==> config.mk <==
export PLATFORM = sky130hd
export DESIGN_NAME = posit_unit_ctrl_flat
export DESIGN_NICKNAME = d
export VERILOG_FILES = /design/src/rtl/posit_unit_ctrl_if.sv /design/src/rtl/posit_unit_ctrl.sv /design/src/flat_wrapper.sv
export SDC_FILE = /design/constraint.sdc
export NUM_CORES = 1
export LEC_CHECK = 0
export CORE_MARGIN = 4
export CORE_UTILIZATION = 65
export DETAILED_ROUTE_END_ITERATION = 12
export DONT_BUFFER_PORTS = 1
export PLACE_DENSITY_LB_ADDON = 0.2
export REMOVE_ABC_BUFFERS = 1
export SYNTH_ARGS = -nofsm -noshare
export SYNTH_HDL_FRONTEND = slang
export SYNTH_SLANG_ARGS = --single-unit
==> constraint.sdc <==
create_clock -name clk_i -period 3.8 [get_ports clk_i]
set_input_delay 0.38 -clock clk_i [delete_from_list [all_inputs] [get_ports clk_i]]
set_output_delay 0.38 -clock clk_i [all_outputs]
set_load 0.01 [all_outputs]
==> src/rtl/posit_unit_ctrl_if.sv <==
// Handshake and posit-unit bundle for posit_unit_ctrl.
// slave is the controller view, master the requester/unit-model view.
interface posit_unit_ctrl_if;
  logic        req_valid_i;
  logic        req_ready_o;
  logic [1:0]  req_op_i;
  logic [15:0] req_a_i;
  logic [15:0] req_b_i;
  logic        rsp_valid_o;
  logic        rsp_ready_i;
  logic [15:0] rsp_result_o;
  logic        rsp_inf_o;
  logic        rsp_zero_o;
  logic        rsp_err_o;
  logic        pu_start_o;
  logic [1:0]  pu_op_sel_o;
  logic [15:0] pu_in1_o;
  logic [15:0] pu_in2_o;
  logic [15:0] pu_out_i;
  logic        pu_inf_i;
  logic        pu_zero_i;
  logic        pu_done_i;
  logic [15:0] op_count_o;

  modport slave (
    input  req_valid_i, req_op_i, req_a_i, req_b_i,
    input  rsp_ready_i,
    input  pu_out_i, pu_inf_i, pu_zero_i, pu_done_i,
    output req_ready_o,
    output rsp_valid_o, rsp_result_o,
    output rsp_inf_o, rsp_zero_o, rsp_err_o,
    output pu_start_o, pu_op_sel_o,
    output pu_in1_o, pu_in2_o,
    output op_count_o
  );

  modport master (
    output req_valid_i, req_op_i, req_a_i, req_b_i,
    output rsp_ready_i,
    output pu_out_i, pu_inf_i, pu_zero_i, pu_done_i,
    input  req_ready_o,
    input  rsp_valid_o, rsp_result_o,
    input  rsp_inf_o, rsp_zero_o, rsp_err_o,
    input  pu_start_o, pu_op_sel_o,
    input  pu_in1_o, pu_in2_o,
    input  op_count_o
  );
endinterface

==> src/rtl/posit_unit_ctrl.sv <==
// Valid/ready front-end for the 16-bit posit add/mul/div unit.
// Issues one op, waits for done (or times out), returns a registered response.
module posit_unit_ctrl #(
  parameter int unsigned TIMEOUT_CYCLES = 64,
  parameter int unsigned MIN_WAIT       = 1
) (
  input  logic             clk_i,
  input  logic             rst_ni,
  posit_unit_ctrl_if.slave bus
);

  localparam logic [15:0] NAR    = 16'h8000;
  localparam logic [7:0]  TO_END = 8'(TIMEOUT_CYCLES - 1);
  localparam logic [7:0]  MIN_W  = 8'(MIN_WAIT);

  typedef enum logic [1:0] {
    IDLE,
    BUSY,
    RESP
  } state_t;

  state_t     state;
  logic [7:0] cnt;
  logic       done_ok;

  assign bus.req_ready_o = (state == IDLE);
  // early done pulses belong to the previous op
  assign done_ok = bus.pu_done_i && (cnt >= MIN_W);

  always_ff @(posedge clk_i or negedge rst_ni) begin
    if (!rst_ni) begin
      state            <= IDLE;
      cnt              <= '0;
      bus.rsp_valid_o  <= 1'b0;
      bus.rsp_result_o <= '0;
      bus.rsp_inf_o    <= 1'b0;
      bus.rsp_zero_o   <= 1'b0;
      bus.rsp_err_o    <= 1'b0;
      bus.pu_start_o   <= 1'b0;
      bus.pu_op_sel_o  <= '0;
      bus.pu_in1_o     <= '0;
      bus.pu_in2_o     <= '0;
      bus.op_count_o   <= '0;
    end else begin
      unique case (state)
        IDLE: begin
          if (bus.req_valid_i) begin
            if (bus.req_op_i == 2'b11) begin
              bus.rsp_valid_o  <= 1'b1;
              bus.rsp_result_o <= NAR;
              bus.rsp_inf_o    <= 1'b0;
              bus.rsp_zero_o   <= 1'b0;
              bus.rsp_err_o    <= 1'b1;
              state            <= RESP;
            end else begin
              bus.pu_op_sel_o <= bus.req_op_i;
              bus.pu_in1_o    <= bus.req_a_i;
              bus.pu_in2_o    <= bus.req_b_i;
              bus.pu_start_o  <= 1'b1;
              cnt             <= '0;
              state           <= BUSY;
            end
          end
        end
        BUSY: begin
          if (cnt != 8'hFF) cnt <= cnt + 8'd1;
          if (done_ok) begin
            bus.rsp_valid_o  <= 1'b1;
            bus.rsp_result_o <= bus.pu_out_i;
            bus.rsp_inf_o    <= bus.pu_inf_i;
            bus.rsp_zero_o   <= bus.pu_zero_i;
            bus.rsp_err_o    <= 1'b0;
            bus.pu_start_o   <= 1'b0;
            state            <= RESP;
          end else if (cnt == TO_END) begin
            bus.rsp_valid_o  <= 1'b1;
            bus.rsp_result_o <= NAR;
            bus.rsp_inf_o    <= 1'b1;
            bus.rsp_zero_o   <= 1'b0;
            bus.rsp_err_o    <= 1'b1;
            bus.pu_start_o   <= 1'b0;
            state            <= RESP;
          end
        end
        RESP: begin
          if (bus.rsp_ready_i) begin
            bus.rsp_valid_o <= 1'b0;
            bus.op_count_o  <= bus.op_count_o + 16'd1;
            state           <= IDLE;
          end
        end
        default: state <= IDLE;
      endcase
    end
  end

endmodule

==> src/flat_wrapper.sv <==
// flat-port wrapper written by rule: the top's interface ports become plain ports
module posit_unit_ctrl_flat 
#(
  parameter int unsigned TIMEOUT_CYCLES = 64,
  parameter int unsigned MIN_WAIT       = 1
)
  (clk_i, rst_ni, bus_req_valid_i, bus_req_op_i, bus_req_a_i, bus_req_b_i, bus_rsp_ready_i, bus_pu_out_i, bus_pu_inf_i, bus_pu_zero_i, bus_pu_done_i, bus_req_ready_o, bus_rsp_valid_o, bus_rsp_result_o, bus_rsp_inf_o, bus_rsp_zero_o, bus_rsp_err_o, bus_pu_start_o, bus_pu_op_sel_o, bus_pu_in1_o, bus_pu_in2_o, bus_op_count_o);
  posit_unit_ctrl_if bus_i ();
  input  logic clk_i;
  input  logic rst_ni;
  input wire logic [$bits(bus_i.req_valid_i)-1:0] bus_req_valid_i;
  input wire logic [$bits(bus_i.req_op_i)-1:0] bus_req_op_i;
  input wire logic [$bits(bus_i.req_a_i)-1:0] bus_req_a_i;
  input wire logic [$bits(bus_i.req_b_i)-1:0] bus_req_b_i;
  input wire logic [$bits(bus_i.rsp_ready_i)-1:0] bus_rsp_ready_i;
  input wire logic [$bits(bus_i.pu_out_i)-1:0] bus_pu_out_i;
  input wire logic [$bits(bus_i.pu_inf_i)-1:0] bus_pu_inf_i;
  input wire logic [$bits(bus_i.pu_zero_i)-1:0] bus_pu_zero_i;
  input wire logic [$bits(bus_i.pu_done_i)-1:0] bus_pu_done_i;
  output wire logic [$bits(bus_i.req_ready_o)-1:0] bus_req_ready_o;
  output wire logic [$bits(bus_i.rsp_valid_o)-1:0] bus_rsp_valid_o;
  output wire logic [$bits(bus_i.rsp_result_o)-1:0] bus_rsp_result_o;
  output wire logic [$bits(bus_i.rsp_inf_o)-1:0] bus_rsp_inf_o;
  output wire logic [$bits(bus_i.rsp_zero_o)-1:0] bus_rsp_zero_o;
  output wire logic [$bits(bus_i.rsp_err_o)-1:0] bus_rsp_err_o;
  output wire logic [$bits(bus_i.pu_start_o)-1:0] bus_pu_start_o;
  output wire logic [$bits(bus_i.pu_op_sel_o)-1:0] bus_pu_op_sel_o;
  output wire logic [$bits(bus_i.pu_in1_o)-1:0] bus_pu_in1_o;
  output wire logic [$bits(bus_i.pu_in2_o)-1:0] bus_pu_in2_o;
  output wire logic [$bits(bus_i.op_count_o)-1:0] bus_op_count_o;
  assign bus_i.req_valid_i = bus_req_valid_i;
  assign bus_i.req_op_i = bus_req_op_i;
  assign bus_i.req_a_i = bus_req_a_i;
  assign bus_i.req_b_i = bus_req_b_i;
  assign bus_i.rsp_ready_i = bus_rsp_ready_i;
  assign bus_i.pu_out_i = bus_pu_out_i;
  assign bus_i.pu_inf_i = bus_pu_inf_i;
  assign bus_i.pu_zero_i = bus_pu_zero_i;
  assign bus_i.pu_done_i = bus_pu_done_i;
  assign bus_req_ready_o = bus_i.req_ready_o;
  assign bus_rsp_valid_o = bus_i.rsp_valid_o;
  assign bus_rsp_result_o = bus_i.rsp_result_o;
  assign bus_rsp_inf_o = bus_i.rsp_inf_o;
  assign bus_rsp_zero_o = bus_i.rsp_zero_o;
  assign bus_rsp_err_o = bus_i.rsp_err_o;
  assign bus_pu_start_o = bus_i.pu_start_o;
  assign bus_pu_op_sel_o = bus_i.pu_op_sel_o;
  assign bus_pu_in1_o = bus_i.pu_in1_o;
  assign bus_pu_in2_o = bus_i.pu_in2_o;
  assign bus_op_count_o = bus_i.op_count_o;
  posit_unit_ctrl #(.TIMEOUT_CYCLES(TIMEOUT_CYCLES), .MIN_WAIT(MIN_WAIT)) u_core (.clk_i(clk_i), .rst_ni(rst_ni), .bus(bus_i));
endmodule
Yosys cells after proc, flatten, opt, wreduce, memory -nomap -nowiden
Cells that the tools add are included.
Widths: inputs -> output; s select.
{ "word_totals": {"regBits": 81, "wordCells": 72} }
{ "classes": {"n_addsub": 2, "order_cmp": 1, "eq_ne": 11, "n_mux": 34, "bitwise_logic": 1, "reduce_logical": 11} }
{ "op_table": {"columns": ["operator", "count"], "rows": [
  ["$mux 16", 4],
  ["$pmux 16 s2", 1],
  ["$mux 8", 3],
  ["$add 16x1->16 const B", 1],
  ["$pmux 8 s2", 1],
  ["$mux 1", 14],
  ["$reduce_and 4->1", 3],
  ["$mux 2", 5],
  ["$add 8x1->8 const B", 1],
  ["$eq 8x6->1 const B", 1],
  ["$ge 8x1->1 const B", 1],
  ["$ne 8x8->1 const B", 1],
  ["$pmux 1 s2", 4],
  ["$ne 2x2->1 const B", 3],
  ["$pmux 2 s3", 1],
  ["$reduce_and 3->1", 2],
  ["$reduce_and 5->1", 1],
  ["$eq 2x2->1 const B", 2],
  ["$ne 2x1->1 const B", 2],
  ["$ne 3x1->1 const B", 1],
  ["$pmux 1 s3", 1],
  ["$reduce_bool 3->1", 1],
  ["$eq 2x1->1 const B", 1],
  ["$logic_not 2->1", 1],
  ["4 further kinds", 4]
]} }

Logic depth before layout (Yosys ltp)
Gate-level depths: netlist (run 1).
{ "logic_depth": {"word_depth": 4, "mapped_depth": 7, "depth_no_buf": 6} }

Worst setup path after synthesis (run 1)
Ideal clock, no wire load.
{ "synth_timing": {"kind": "flip-flop to flip-flop", "from": "register u_core.cnt[0]", "to": "register u_core.cnt[3]", "setup_ns": 0.084, "arrival_time_ns": 1.815, "required_ns": 3.716, "slack_ns": 1.901, "stages_incl_launch_ff": 7, "path_buffers": 1, "path_cell_list": "dfrtp_1 ha_1 and3_1 and4_1 clkbuf_1 or4_1 a21boi_0"} }
{ "synth_between": {"elab_chain_cells": 3, "word_cells_on_any_way": 6} }
{ "synth_lines": {"columns": ["element", "line_no", "rtl"], "rows": [
  ["from (decl)", "posit_unit_ctrl.sv:23", "logic [7:0] cnt;"],
  ["from (signal assigned)", "posit_unit_ctrl.sv:66", "if (cnt != 8'hFF) cnt <= cnt + 8'd1;"],
  ["$add 8x1->8 or $ne 8x8->1 (tied branches)", "posit_unit_ctrl.sv:66", null],
  ["$mux 8 or $ne 2x1->1 (tied branches)", null, null],
  ["$pmux 8 s2 or $reduce_and 4->1 (tied branches)", null, null]
]} }
Parallel ways exist; a longest one is shown, timed or not. The select of a mux whose other input is x is not followed.
A chain may end at the register's enable or synchronous reset.

Worst setup path in the final report (run 1)
{ "layout_timing": {"from": "register u_core.cnt[0]", "to": "register u_core.bus.rsp_result_o[11]"} }
{ "layout_between": {"elab_chain_cells": 4, "word_cells_on_any_way": 7} }
{ "layout_lines": {"columns": ["element", "line_no", "rtl"], "rows": [
  ["$ge 8x1->1", "posit_unit_ctrl.sv:28", "assign done_ok = bus.pu_done_i && (cnt >= MIN_W);"],
  ["$logic_and 1x1->1", "posit_unit_ctrl.sv:28", null],
  ["$ne 3x1->1 (no line) or $mux 16 (tied branches)", null, null],
  ["$reduce_and 4->1 (no line) or $pmux 16 s2 (tied branches)", null, null],
  ["to (signal assigned)", "posit_unit_ctrl.sv:69", "bus.rsp_result_o <= bus.pu_out_i;"],
  ["to (decl)", "posit_unit_ctrl_if.sv:30", "output rsp_valid_o, rsp_result_o,"]
]} }
Parallel ways exist; a longest one is shown, timed or not.

==> out/summary.txt, run 1 <==
Status - completed
Max-cap viol count - 0
Via count - 2110
Seq cells post-synth - 81
Total track usage - 21.2%
DRT antenna net count - 0
Crit path max fanout - 17
Fin. max-slew vios - 0
Vias in the first global route - 2149
Post-Route WL - 6640 um
Skew final - 0.00647 ns
Mean Syn Cell Area - 12.9 um^2
Die area - 0.00652 mm^2
Mux cell area share after synthesis - 12.9%
Compound-gate portion of the synthesized area - 10.7%
Sequential area share after synthesis - 58.9%
DRC - 0
Unrepaired setup endpoints after global routing - false
Pleak - 1.69 nW
Yosys warns - 0
Ys async rst share - 100%
Dominant synthesized flop cell - dfrtp_1
Area share of xor/xnor cells in the synthesized design - 3.82%
Layout net count - 333
Post-synth EDFFs - 0
Largest net degree at the start of global routing - 82
Postcts setup bufs - 0
Worst-path cell chain - inv_1 -> ha_1 -> or4b_1 -> o21a_4 -> o21ai_4 -> a22o_2
Fin. Hold Viols - 0
DR vias/cell - 6.08
First-pass GRT wire length - 10500 um
Crit. End Element - register
Initial antenna violation count - 0
Clock slew at reported path FFs - 0.08 ns
Hold WS - 0.178 ns
Min Tclk post-route - 2.07 ns
GRT overflow - 0
Placed inst area - 0.00350 mm^2
Initial core utilization - 67.4%
Commonest non-fill, non-tap cell in the layout - dfrtp_1
Worst Path Buf+Inv - 1
Netlist Area Pre-Place - 0.00344 mm^2
Setup WS post-layout - 1.73 ns
DR pass1 iterations - 5
Max frequency - 483 MHz
WL per Instance - 19.1 um
Leading cell types in the layout, fill and taps excluded - dfrtp_1 (81), mux2_2 (36), nand2_1 (15)
Row cnt - 26
First-iteration detailed-routing DRC count - 143
Crit share post-route - 54.5%
Port bufs - 0
Setup violations, final - 0
Root Buffer Master - clkbuf_8
Final Util - 73.5%
I/O pin total - 129
Synth Area in Simple Gates - 9.96%
TNS Setup - 0 ns
Power Density - 796 mW/mm^2
Post-synthesis adder-cell area fraction - 1.45%
Yosys cell types - 43
Clock buffer depth - 2
Design area - 0.00375 mm^2
Gpl congestion - 0.887
WP data required - 4.08 ns
Die Ht - 80.8 um
Antenna Cells - 0
Non-Filler Instances - 347
Placed cells - 329
Dpl ws - 1.76 ns
Worst path arrival time - 2.35 ns
Dpl hpwl - 4840 um
CP max stage delay - 0.49 ns
Latest clock arrival within the worst-skew pair - 0.34 ns
Worst path top cell family by delay - compound AO/OA/AOI/OAI gates
Core Area - 0.00511 mm^2
Crit path kind - register to register
Min-delay worst type - primary input to register
Area Growth Syn to Fin - 9.09%
Startpoint Class - register
Share of cells above drive strength 1 - 24.2%
Slowest CP cell - or4b_1
Num CTS Buffers - 9
Total power - 2.99 mW
Reg2Reg Setup Slack - 1.73 ns
TritonCTS clock tree - yes
Worst Tran Pin Value - 0.666 ns
Die W - 80.8 um
Largest family of logic cells by synthesized area - multiplexers
Cells after synthesis - 267
Sink Count - 81
Slew margin rel. - 55.6%
CTS H-tree depth - 3
Max VDD drop - 0.552 mV
[per-layer routing]
| layer | vias up | share of wire [%] | global-route usage (%) |
|---|---|---|---|
| li1 | 968 | - | - |
| met1 | 1050 | 41 | 27.1 |
| met2 | 85 | 50 | 34.0 |
| met3 | 7 | 8.0 | 6.98 |
| met4 | 0 | 0.95 | 7.60 |
| met5 | - | 0 | 0 |
[final timing paths]
check,endpoint,from,cells past startpoint
max,u_core.bus.rsp_result_o[11]$_DFFE_PN0P_,u_core.cnt[0]$_DFFE_PN0P_,6
min,u_core.bus.rsp_result_o[4]$_DFFE_PN0P_,bus_pu_out_i[4],1
max reg2reg,u_core.bus.rsp_result_o[11]$_DFFE_PN0P_,u_core.cnt[0]$_DFFE_PN0P_,6
min reg2reg,u_core.bus.op_count_o[15]$_DFFE_PN0P_,u_core.bus.op_count_o[15]$_DFFE_PN0P_,1
max in group asynchronous,u_core.cnt[3]$_DFFE_PN0P_,rst_ni,2
min in group asynchronous,u_core.bus.pu_in2_o[4]$_DFFE_PN0P_,rst_ni,2
[cells by family after synthesis]
logic type	Yosys count
AOI/OAI and AO/OA	45
xor gates and xnor gates	15
adders and majority gates	4
buffers and inverters	18
DFF	81
muxes	40
and+or+nand+nor	64
[registers in the layout (all words and copies together), names as in the netlist, 2 cells and up]
register	cells
u_core.bus.op_count_o	16
u_core.bus.pu_in1_o	16
u_core.bus.pu_in2_o	16
u_core.bus.rsp_result_o	16
u_core.cnt	8
u_core.bus.pu_op_sel_o	2
u_core.state	2
[worst reg2reg max path, stage by stage (launching register included)]
cell,delay (ns)
dfrtp_1,0.45
inv_1,0.08
ha_1,0.13
or4b_1,0.49
o21a_4,0.25
o21ai_4,0.39
a22o_2,0.23
[cell type report]
class / instances / area [um^2]
inverters: 8 / 30.0
flip-flops and latches: 81 / 2030
fillers: 346 / 1350
clock inverters: 4 / 76.3
clock buffers: 12 / 145
well taps: 70 / 87.6
multi-input cells: 168 / 1340
repair buffers: 4 / 52.6
[where the power goes]
group          leakage (nW)  internal [mW]  switching [mW]
logic                 0.568          0.386           0.332
clock network         0.107          0.390           0.288
registers              1.02           1.18           0.411
[repair_timing]
item,in CTS,in global routing
hold buffers,2,0
hold endpoints to repair,81,0
resized for setup,0,0
[Yosys cell counts, types with 3 or more instances]
library cell  instances  area [um^2]
mux2_2               36          405
a22o_2                8         80.1
clkbuf_1              3         11.3
ha_1                  4         50.1
and3_1                4         25.0
nand2b_1              5         31.3
buf_2                 3         15.0
mux2i_1               4         40.0
a21oi_1               4         20.0
a21boi_0              4         30.0
nor2_1               10         37.5
nor4_1                3         18.8
inv_1                 8         30.0
a22o_1                9         78.8
o31ai_1               3         22.5
nand3_1              10         50.1
buf_1                 3         11.3
dfrtp_1              81         2030
xnor2_1               9         78.8
xor2_1                6         52.6
nand4_1               4         25.0
nand2_1              15         56.3
o21ai_0               6         30.0
No activity file was read; power rests on OpenSTA's default activity.
==> run 2, diff against run 1 <==
--- a/config.mk
+++ b/config.mk
@@ -5,8 +5,9 @@
 export SDC_FILE = /design/constraint.sdc
 export NUM_CORES = 1
 export LEC_CHECK = 0
+export ABC_AREA = 1
 export CORE_MARGIN = 4
-export CORE_UTILIZATION = 65
+export CORE_UTILIZATION = 57
 export DETAILED_ROUTE_END_ITERATION = 12
 export DONT_BUFFER_PORTS = 1
 export PLACE_DENSITY_LB_ADDON = 0.2
==> constraint.sdc (replaced) <==
create_clock -name clk_i -period 1.8 [get_ports clk_i]
set_input_delay 0.18 -clock clk_i [delete_from_list [all_inputs] [get_ports clk_i]]
set_output_delay 0.18 -clock clk_i [all_outputs]
set_load 0.01 [all_outputs]
==> out/summary.txt, run 2 <==
Status - finished, violations left
Violated checks - hold timing
Port bufs - 0 (unchanged)
Clock buffer depth - 2 (unchanged)
Sequential area share after synthesis - 54.3% (-4.6 points)
Worst path arrival time - 1.82 ns (-0.53 ns)
Latest clock arrival within the worst-skew pair - 0.35 ns (about the same)
Slew margin rel. - 75.0% (+19 points)
Sink Count - 81 (unchanged)
Share of cells above drive strength 1 - 18.4% (-5.8 points)
Pleak - 2.33 nW (+38%)
Layout net count - 480 (+44%)
DRC - 0 (unchanged)
Core Area - 0.00635 mm^2 (+24%)
Crit path max fanout - 20 (+3)
WP data required - 2.02 ns (-2.06 ns)
Max frequency - 628 MHz (+30%)
Fin. max-slew vios - 0 (unchanged)
Leading cell types in the layout, fill and taps excluded - nand2_1 (107), dfrtp_1 (81), dlygate4sd3_1 (51), inv_1 (32), mux2_4 (28)
Netlist Area Pre-Place - 0.00373 mm^2 (+8.4%)
Vias in the first global route - 2647 (+23%)
Unrepaired setup endpoints after global routing - false
Post-Route WL - 8180 um (+23%)
Fin. Hold Viols - 81 (+81)
Top-count cell post-synth - nand2_1
CTS H-tree depth - 3 (unchanged)
DR pass1 iterations - 4 (-1)
I/O pin total - 129 (unchanged)
Min-delay worst type - primary input to asynchronous set/reset pin
Area Growth Syn to Fin - 22.4%
Crit. End Element - register
TNS Setup - 0 ns (unchanged)
Fillers - 435 (+26%)
Slowest CP cell - dfrtp_1
First-iteration detailed-routing DRC count - 136 (-4.9%)
Row cnt - 29 (+12%)
Die Ht - 88.9 um (+10%)
Yosys cell types - 30 (-30%)
Post-synth EDFFs - 0 (unchanged)
Worst-path cell chain - nor2_4 -> nand2_1 -> inv_2 -> nand2_4 -> buf_4 -> mux2_2
Post-synth top cells - nand2_1 (107), dfrtp_1 (81), inv_1 (33)
Mean Syn Cell Area - 10.4 um^2 (-19%)
Post-synth top area share - 54.3% (-4.6 points)
Clock slew at reported path FFs - 0.09 ns (about the same)
Cells after synthesis - 358 (+34%)
Worst Tran Pin Value - 0.373 ns (-0.292 ns)
Dominant synthesized flop cell - dfrtp_1
Final Util - 71.9% (-1.6 points)
Die area - 0.00790 mm^2 (+21%)
Dpl hpwl - 5320 um (+9.9%)
Ys async rst share - 100% (unchanged)
CP max stage delay - 0.51 ns (+0.02 ns)
Initial antenna violation count - 0 (unchanged)
Via count - 2559 (+21%)
Max VDD drop - 0.952 mV (+72%)
Reg area - 0.00203 mm^2 (unchanged)
Startpoint Class - register
Hold WS - -0.476 ns (-0.654 ns)
First-pass GRT wire length - 12600 um (+21%)
DRT antenna net count - 0 (unchanged)
Worst Path Buf+Inv - 2 (+1)
Max-cap viol count - 0 (unchanged)
Area of the multi-input gates - 0.00151 mm^2 (+13%)
TritonCTS clock tree - yes
Root Buffer Master - clkbuf_8
Synth area leader - dfrtp_1
Seq cells post-synth - 81 (unchanged)
Yosys warns - 0 (unchanged)
Crit path kind - register to register
Gpl congestion - 0.804 (-9.4%)
DR vias/cell - 5.11 (-16%)
WL per Instance - 16.3 um (-15%)
Min Tclk post-route - 1.59 ns (-0.479 ns)
Total track usage - 21.0% (-0.13 points)
Commonest non-fill, non-tap cell in the layout - nand2_1
Largest net degree at the start of global routing - 82 (unchanged)
Skew final - 0.0103 ns (+0.00385 ns)
Crit share post-route - 88.5% (+34 points)
Antenna Cells - 0 (unchanged)
GRT overflow - 0 (unchanged)
CTS Hold Bufs - 51 (+49)
Setup violations, final - 0 (unchanged)
Num CTS Buffers - 9 (unchanged)
Power Density - 1450 mW/mm^2 (+83%)
Initial core utilization - 58.8% (-8.6 points)
Worst path top cell family by delay - flip-flops
Die W - 88.9 um (+10%)
Synth area leaders - dfrtp_1 (54%), mux2_4 (11%), nand2_1 (11%), inv_1 (3.3%), nor2_1 (2.3%)
## run 2: report_power, final
group | leakage [nW] | internal (mW) | total, mW | switching [mW]
Combinational | 1.21 | 1.03 | 1.86 | 0.832
Sequential | 1.02 | 2.45 | 3.32 | 0.877
Clock | 0.111 | 0.789 | 1.45 | 0.659
Total | 2.33 | 4.26 | 6.63 | 2.37
## run 2: area by class of cell
cell class                      instances  area share, %
Clock buffer                           10           2.80
Clock inverter                          6           2.00
Inverter                               37           3.04
Multi-Input combinational cell        234           33.0
Sequential cell                        81           44.4
Tap cell                               77           2.11
Timing Repair Buffer                   56           12.7
## run 2: worst paths after layout
kind	startpoint	end	slack [ns]	cells after the start
min in group clk_i	bus_rsp_ready_i	u_core.state[1]$_DFFE_PN0P_	0.04	3
min	rst_ni	u_core.bus.rsp_result_o[15]$_DFFE_PN0P_	-0.48	0
min reg2reg	u_core.cnt[5]$_DFFE_PN0P_	u_core.cnt[5]$_DFFE_PN0P_	0.53	2
max	u_core.state[1]$_DFFE_PN0P_	u_core.bus.pu_in2_o[3]$_DFFE_PN0P_	0.21	6
max in group asynchronous	rst_ni	u_core.cnt[5]$_DFFE_PN0P_	2.13	0
max reg2reg	u_core.state[1]$_DFFE_PN0P_	u_core.bus.pu_in2_o[3]$_DFFE_PN0P_	0.21	6
## run 2: through the flow
stage | cells | setup WS [ns] | instance area (um^2) | hold slack (ns) | power, mW
after global placement | 432 | 0.258 | 3800 | -0.113 | 4.93
final | 501 | 0.208 | 4570 | -0.476 | 6.63
after floorplan | 352 | 0.270 | 3670 | -0.116 | 4.51
after CTS | 499 | 0.205 | 4530 | -0.495 | 6.55
after detailed placement | 432 | 0.228 | 3800 | -0.114 | 5.01
after global routing | 501 | 0.00835 | 4570 | -0.504 | 6.99
## run 2: per-layer routing
| layer | track usage [%] | wire (um) | vias to the layer above |
|---|---|---|---|
| li1 | - | - | 1250 |
| met1 | 24.6 | 3250 | 1219 |
| met2 | 36.2 | 4230 | 77 |
| met3 | 6.36 | 569 | 13 |
| met4 | 8.24 | 127 | 0 |
| met5 | 0 | 0 | - |
## run 2: timing repair
item,CTS,global route
resized for setup,0,2
setup endpoints to repair,0,2
hold endpoints to repair,132,81
setup buffers,0,1
## run 2: cell families (layout without fill, tap and decap cells)
family / after synthesis / count (layout) / share of synthesized area (%)
fa+ha+maj: 4 / 4 / 1.34
buf+inv: 43 / 109 / 5.43
xor+xnor: 10 / 10 / 2.35
flops: 81 / 81 / 54.3
compound gates: 19 / 19 / 3.15
simple gates: 167 / 167 / 20.3
mux: 34 / 34 / 13.1
